## config.mk

```make
export PLATFORM = sky130hd
export DESIGN_NAME = mem_stage_hs
export DESIGN_NICKNAME = d
export VERILOG_FILES = /design/src/rtl/mem_pkg.sv /design/src/rtl/mem_lane_align.sv /design/src/rtl/mem_stage_hs.sv
export SDC_FILE = /design/constraint.sdc
export NUM_CORES = 1
export LEC_CHECK = 0
export BUFFER_PORTS_ARGS = -buffer_cell sky130_fd_sc_hd__buf_2
export CORE_MARGIN = 4
export CORE_UTILIZATION = 50
export DETAILED_ROUTE_END_ITERATION = 8
export PLACE_DENSITY_LB_ADDON = 0.08
export SLEW_MARGIN = 20
export SYNTH_ARGS = -nofsm -noshare
export SYNTH_HDL_FRONTEND = slang
export SYNTH_HIERARCHICAL = 1
export SYNTH_SLANG_ARGS = --single-unit
```

## constraint.sdc

```tcl
create_clock -name clk -period 4.1 [get_ports clk]
set_input_delay 0.205 -clock clk [delete_from_list [all_inputs] [get_ports clk]]
set_output_delay 0.205 -clock clk [all_outputs]
set_load 0.05 [all_outputs]
```

## src/rtl/mem_pkg.sv

```systemverilog
// Shared definitions for the MEM stage: op field layout, size codes,
// exception codes and FSM state encoding.
package mem_pkg;

    localparam int OP_STORE_BIT  = 3;
    localparam int OP_SIGNED_BIT = 2;
    localparam int OP_SIZE_LSB   = 0;

    localparam logic [1:0] SIZE_BYTE  = 2'd0;
    localparam logic [1:0] SIZE_HALF  = 2'd1;
    localparam logic [1:0] SIZE_WORD  = 2'd2;
    localparam logic [1:0] SIZE_DWORD = 2'd3;

    localparam logic [1:0] EXC_NONE      = 2'd0;
    localparam logic [1:0] EXC_UNALIGNED = 2'd1;
    localparam logic [1:0] EXC_TIMEOUT   = 2'd2;

    typedef enum logic [1:0] {
        ST_IDLE,
        ST_BUS,
        ST_HOLD
    } state_t;

    // A dword access is only legal when the data path is 64 bits wide.
    function automatic logic is_unaligned(input logic [1:0] size,
                                          input logic [2:0] addr_lo,
                                          input logic       wide);
        case (size)
            SIZE_BYTE: return 1'b0;
            SIZE_HALF: return addr_lo[0];
            SIZE_WORD: return |addr_lo[1:0];
            default:   return !wide || (|addr_lo);
        endcase
    endfunction

endpackage

```

## src/rtl/mem_lane_align.sv

```systemverilog
// Lane steering for a data-memory access: byte enables, store-data
// replication and load extract with sign/zero extension.
module mem_lane_align
    import mem_pkg::*;
#(
    parameter  int DATA_W = 32,
    localparam int NB     = DATA_W / 8,
    localparam int OFF_W  = $clog2(NB)
) (
    input  logic [1:0]        size,
    input  logic              is_signed,
    input  logic [OFF_W-1:0]  offset,
    input  logic [DATA_W-1:0] wdata,
    input  logic [DATA_W-1:0] rdata,
    output logic [NB-1:0]     be,
    output logic [DATA_W-1:0] wdata_rep,
    output logic [DATA_W-1:0] rdata_ext
);

    logic [3:0]        nbytes;
    logic [NB-1:0]     lane_mask;
    logic [DATA_W-1:0] data_mask;
    logic [DATA_W-1:0] shifted;
    logic              sign_bit;

    always_comb begin
        case (size)
            SIZE_BYTE: nbytes = 4'd1;
            SIZE_HALF: nbytes = 4'd2;
            SIZE_WORD: nbytes = 4'd4;
            default:   nbytes = 4'd8;
        endcase
        // Oversized requests are rejected upstream; clamp so indexing stays in range.
        if (int'(nbytes) > NB) begin
            nbytes = 4'(NB);
        end

        lane_mask = '0;
        data_mask = '0;
        for (int i = 0; i < NB; i++) begin
            lane_mask[i]       = (i < int'(nbytes));
            data_mask[8*i +: 8] = {8{i < int'(nbytes)}};
        end
        be = lane_mask << offset;

        shifted  = rdata >> {offset, 3'b000};
        sign_bit = 1'b0;
        for (int i = 0; i < NB; i++) begin
            if (int'(nbytes) == i + 1) begin
                sign_bit = shifted[8*i+7];
            end
        end
        rdata_ext = (shifted & data_mask) | ({DATA_W{is_signed & sign_bit}} & ~data_mask);

        wdata_rep = '0;
        for (int i = 0; i < NB; i++) begin
            wdata_rep[8*i +: 8] = wdata[8*(i & (int'(nbytes) - 1)) +: 8];
        end
    end

endmodule

```

## src/rtl/mem_stage_hs.sv

```systemverilog
// MEM pipeline stage with valid/ready handshakes on both sides and a
// variable-latency req/ack data-memory bus with timeout.
module mem_stage_hs
    import mem_pkg::*;
#(
    parameter int ADDR_W  = 32,
    parameter int DATA_W  = 32,
    parameter int TIMEOUT = 255,
    parameter int TO_W    = 8
) (
    input  logic                  clk,
    input  logic                  reset,
    input  logic                  in_valid,
    output logic                  in_ready,
    input  logic [3:0]            in_op,
    input  logic [ADDR_W-1:0]     in_addr,
    input  logic [DATA_W-1:0]     in_wdata,
    input  logic [31:0]           in_tag,
    output logic                  out_valid,
    input  logic                  out_ready,
    output logic [ADDR_W-1:0]     out_addr,
    output logic [DATA_W-1:0]     out_rdata,
    output logic [31:0]           out_tag,
    output logic [1:0]            out_exc,
    output logic                  bus_req,
    output logic                  bus_we,
    output logic [ADDR_W-1:0]     bus_addr,
    output logic [DATA_W/8-1:0]   bus_be,
    output logic [DATA_W-1:0]     bus_wdata,
    input  logic                  bus_ack,
    input  logic [DATA_W-1:0]     bus_rdata
);

    localparam int NB    = DATA_W / 8;
    localparam int OFF_W = $clog2(NB);

    state_t            state;
    logic [3:0]        op_q;
    logic [TO_W-1:0]   to_cnt;

    logic              accept;
    logic              pass_op;
    logic              bad_align;
    logic [1:0]        align_size;
    logic              align_signed;
    logic [OFF_W-1:0]  align_off;
    logic [NB-1:0]     be_c;
    logic [DATA_W-1:0] wrep_c;
    logic [DATA_W-1:0] load_c;

    assign in_ready  = (state == ST_IDLE) || ((state == ST_HOLD) && out_ready);
    assign accept    = in_valid && in_ready;
    assign out_valid = (state == ST_HOLD);
    assign bus_req   = (state == ST_BUS);
    assign pass_op   = (in_op == 4'd0);
    assign bad_align = is_unaligned(in_op[OP_SIZE_LSB +: 2], in_addr[2:0], DATA_W == 64);

    // The aligner serves the incoming op at issue and the latched op during BUS.
    assign align_size   = (state == ST_BUS) ? op_q[OP_SIZE_LSB +: 2] : in_op[OP_SIZE_LSB +: 2];
    assign align_signed = (state == ST_BUS) ? op_q[OP_SIGNED_BIT]    : in_op[OP_SIGNED_BIT];
    assign align_off    = (state == ST_BUS) ? out_addr[OFF_W-1:0]    : in_addr[OFF_W-1:0];

    mem_lane_align #(
        .DATA_W (DATA_W)
    ) u_align (
        .size      (align_size),
        .is_signed (align_signed),
        .offset    (align_off),
        .wdata     (in_wdata),
        .rdata     (bus_rdata),
        .be        (be_c),
        .wdata_rep (wrep_c),
        .rdata_ext (load_c)
    );

    always_ff @(posedge clk or negedge reset) begin
        if (!reset) begin
            state     <= ST_IDLE;
            op_q      <= '0;
            to_cnt    <= '0;
            out_addr  <= '0;
            out_rdata <= '0;
            out_tag   <= '0;
            out_exc   <= EXC_NONE;
            bus_we    <= 1'b0;
            bus_addr  <= '0;
            bus_be    <= '0;
            bus_wdata <= '0;
        end else begin
            case (state)
                ST_BUS: begin
                    // An ack on the final allowed cycle still completes normally.
                    if (bus_ack || (to_cnt == TO_W'(TIMEOUT - 1))) begin
                        state     <= ST_HOLD;
                        out_exc   <= bus_ack ? EXC_NONE : EXC_TIMEOUT;
                        out_rdata <= (bus_ack && !op_q[OP_STORE_BIT]) ? load_c : '0;
                        bus_we    <= 1'b0;
                        bus_addr  <= '0;
                        bus_be    <= '0;
                        bus_wdata <= '0;
                    end else begin
                        to_cnt <= to_cnt + 1'b1;
                    end
                end
                default: begin
                    if (accept) begin
                        op_q      <= in_op;
                        out_addr  <= in_addr;
                        out_tag   <= in_tag;
                        out_rdata <= '0;
                        to_cnt    <= '0;
                        if (pass_op || bad_align) begin
                            state   <= ST_HOLD;
                            out_exc <= pass_op ? EXC_NONE : EXC_UNALIGNED;
                        end else begin
                            state     <= ST_BUS;
                            out_exc   <= EXC_NONE;
                            bus_we    <= in_op[OP_STORE_BIT];
                            bus_addr  <= in_addr & ~ADDR_W'(NB - 1);
                            bus_be    <= be_c;
                            bus_wdata <= wrep_c;
                        end
                    end else if ((state == ST_HOLD) && out_ready) begin
                        state <= ST_IDLE;
                    end
                end
            endcase
        end
    end

endmodule

```

==> impl_metrics.json <==
{
  "fill_cells": 1260,
  "timing.final.crit_share": 0.872,
  "power_leakage_nw": 5.50,
  "critPathRequiredTime_ps": 4420,
  "route.detailed.drc": 0,
  "antenna_found_initial": 2,
  "track_usage": 0.247,
  "grt.overflow.total": 0,
  "cts_buffers": 17,
  "die_x_um": 137,
  "clock_latency_ps": 430,
  "path_clk_slew_ps": 80,
  "place_area_um2": 9900,
  "io_pins": 307,
  "min_period_ps": 3570,
  "firstDrtPassIters": 5,
  "ys.flop_type": "dfrtp_1",
  "cts-htree-levels": 4,
  "relSlewSlack": 0.365,
  "fin_nets": 1117,
  "yosys_warnings": 6,
  "start_util": 0.515,
  "netlist-cell-type-count": 55,
  "wl_mm": 23.4,
  "endpoint_kind": "flip-flop",
  "fin_area_um2": 10700,
  "synth_edf_count": 0,
  "area_growth_pct": 29.5,
  "peakVddDrop_v": 0.000627,
  "grt_max_degree": 117,
  "hpwl_mm": 16.7,
  "drt.antenna.violating_nets": 0,
  "path_class": "reg2reg",
  "skew_ps": 12.0,
  "wl_per_cell_um": 19.4,
  "max_freq_ghz": 0.280,
  "synth_seq_cells": 179,
  "worstPathCellList": "nand2b_1, inv_1, nand2_1, nand2_1, nor2_1, ha_1, mux2_2, a22o_1",
  "fp.dieArea_um2": 18700,
  "rsz0062_at_grt": "false",
  "cap_violations": 0,
  "coreArea_um2": 16100,
  "fp.dieH_um": 137,
  "synth_cells": 676,
  "grt_pass1_wl_mm": 36.3,
  "grt_pass1_vias": 6904,
  "drive_above_1_share": 0.457,
  "max-clock-path-buffers": 2,
  "gp_congestion": 0.892,
  "yosysSeqAreaShare": 0.541,
  "vias_per_cell": 5.63,
  "setup_viol": 0,
  "netlist_area_um2": 8270,
  "via_count": 6786,
  "async_flop_share": 1.00,
  "drtIter0Drc": 550,
  "postSynthAreaPerCell_um2": 12.2,
  "critPathMaxStageDelay_ps": 780,
  "arrival_ps": 3890,
  "hp-class": "in2reg",
  "io_buffers": 304,
  "crit_top_cell": "nand2_1",
  "num_rows": 46,
  "fin_setup_tns_ps": 0,
  "slew_violations": 0,
  "cts_sinks": 179,
  "slowest_stage": "ha_1",
  "worstMarginPinSlew_ps": 953,
  "worstPathMaxFanout": 24,
  "p_per_area_nw_per_um2": 902,
  "crit_path_start_kind": "flip-flop",
  "cts_tree": "yes",
  "hold_viol_final": 0,
  "status": "complete, no violations",
  "clockRootBuffer": "clkbuf_16"
}
==> per-stage QoR <==
stage           util  std cells  hold slack, ps  power, mW  worst slack, ps
2_1_floorplan      -        677           -90.6       6.80             1090
3_5_place_dp   0.616       1150             441       8.09              539
3_3_place_gp   0.616       1150             426       7.98              668
5_1_grt        0.667       1205            5.52       10.1              254
4_1_cts        0.666       1203          0.0350       9.73              541
6_report       0.667       1205            22.6       9.67              525
==> worst max-delay path, delay by kind of cell (launching register included) <==
family | cells | cell delay [ps]
AO/OA/AOI/OAI | 1 | 210
adder cells (fa/ha/maj) | 1 | 780
buffers and inverters | 1 | 240
flip-flops | 1 | 430
multiplexers | 1 | 410
AND/OR/NAND/NOR | 4 | 1390
==> path summary, 6_finish.rpt <==
path | slack [ps] | to | cells past startpoint | from
worst max register to register | 530 | bus_wdata[16] | 8 | state[1]
worst max-delay path | 530 | bus_wdata[16] | 8 | state[1]
max in group asynchronous | 2720 | bus_wdata[3] | 3 | reset
worst min register to register | 490 | bus_addr[31] | 1 | bus_addr[31]
min in group asynchronous | 490 | out_rdata[18] | 2 | reset
worst min-delay path | 20 | out_tag[14] | 2 | in_tag[14]
==> layer usage <==
layer | GRT usage | vias up | routed length [µm] | part of all wire
met2 | 0.400 | 301 | 11600 | 0.50
met1 | 0.314 | 3340 | 9140 | 0.39
met4 | 0.0941 | 2 | 695 | 0.030
li1 | - | 3094 | - | -
met3 | 0.0724 | 49 | 1940 | 0.083
met5 | 0 | - | 13 | 0.00056
==> synthesized netlist by cell type, types with 2 or more instances <==
cell / number / area (µm²)
nand2b_1: 2 / 12.5
o2111ai_1: 2 / 17.5
a21o_1: 9 / 67.6
a211o_1: 9 / 78.8
inv_1: 10 / 37.5
a32o_1: 30 / 300
o211ai_1: 4 / 30.0
buf_1: 3 / 11.3
buf_6: 4 / 45.0
nand2_1: 42 / 158
mux2_2: 85 / 957
buf_4: 14 / 105
nor2b_1: 13 / 81.3
ha_1: 5 / 62.6
mux2i_1: 26 / 260
nor2_1: 37 / 139
o21ai_0: 30 / 150
nor3_1: 3 / 15.0
clkbuf_1: 21 / 78.8
nand4_2: 2 / 25.0
and2_1: 2 / 12.5
dfrtp_1: 179 / 4480
a21oi_1: 9 / 45.0
xor2_1: 2 / 17.5
buf_2: 17 / 85.1
nand3_1: 6 / 30.0
nand4_1: 2 / 12.5
and3_1: 2 / 12.5
a22o_1: 69 / 604
a211oi_1: 9 / 67.6
nor3b_2: 2 / 25.0
xnor2_1: 3 / 26.3
==> repair_timing <==
action / in CTS / in global routing
gates resized for setup: 0 / 0
hold buffers: 21 / 1
endpoints found under the hold margin: 63 / 1
setup buffers: 0 / 0
==> sequential cells by signal (all words and copies together), names as in the netlist, 2 cells and up <==
name	count
to_cnt	8
out_tag	32
state	2
out_rdata	32
bus_addr	30
out_addr	32
op_q	4
bus_be	4
bus_wdata	32
out_exc	2
==> cells by family after synthesis <==
kind of cell             Yosys count  synth area share
other                              1          0.000453
adder cells (fa/ha/maj)            5           0.00756
buffers and inverters             70            0.0443
AND/OR/NAND/NOR                  122            0.0739
XOR/XNOR                           5           0.00529
multiplexers                     112             0.149
AO/OA/AOI/OAI                    182             0.178
flip-flops                       179             0.541
==> layout by cell type (no fill, tap or decap), types with 3 or more instances in the layout <==
master         netlist  routed
nor3b_2              2       3
buf_4               14      11
dfrtp_1            179     179
nor3_1               3       3
dlygate4sd3_1        0      22
a22o_1              69      69
buf_2               17     303
a21oi_1              9       9
nor2_1              37      37
a211oi_1             9       9
clkinv_8             0       5
ha_1                 5       5
nand2_1             42      41
nor2b_1             13      12
o21ai_0             30      30
mux2i_1             26      26
xnor2_1              3       3
o211ai_1             4       4
clkbuf_16            0      17
mux2_2              85      85
inv_6                0       4
nand3_1              6       6
a211o_1              9       8
a32o_1              30      30
a21o_1               9       9
inv_1               10      10
==> power breakdown <==
group	switching (mW)	internal (mW)	total, mW
clock	0.770	0.817	1.59
sequential	0.387	2.46	2.85
combinational	3.79	1.44	5.24
==> layout make-up <==
type / count / area, µm² / area share
diodes: 1 / 2.50 / 0.000234
clock buffers: 17 / 425 / 0.0397
clock inverters: 15 / 168 / 0.0156
inverters: 11 / 41.3 / 0.00385
multi-input cells: 428 / 3470 / 0.324
flip-flops and latches: 179 / 4480 / 0.418
well taps: 216 / 270 / 0.0252
repair buffers: 338 / 1850 / 0.173
Note: power is estimated with default switching activity, not from simulation.
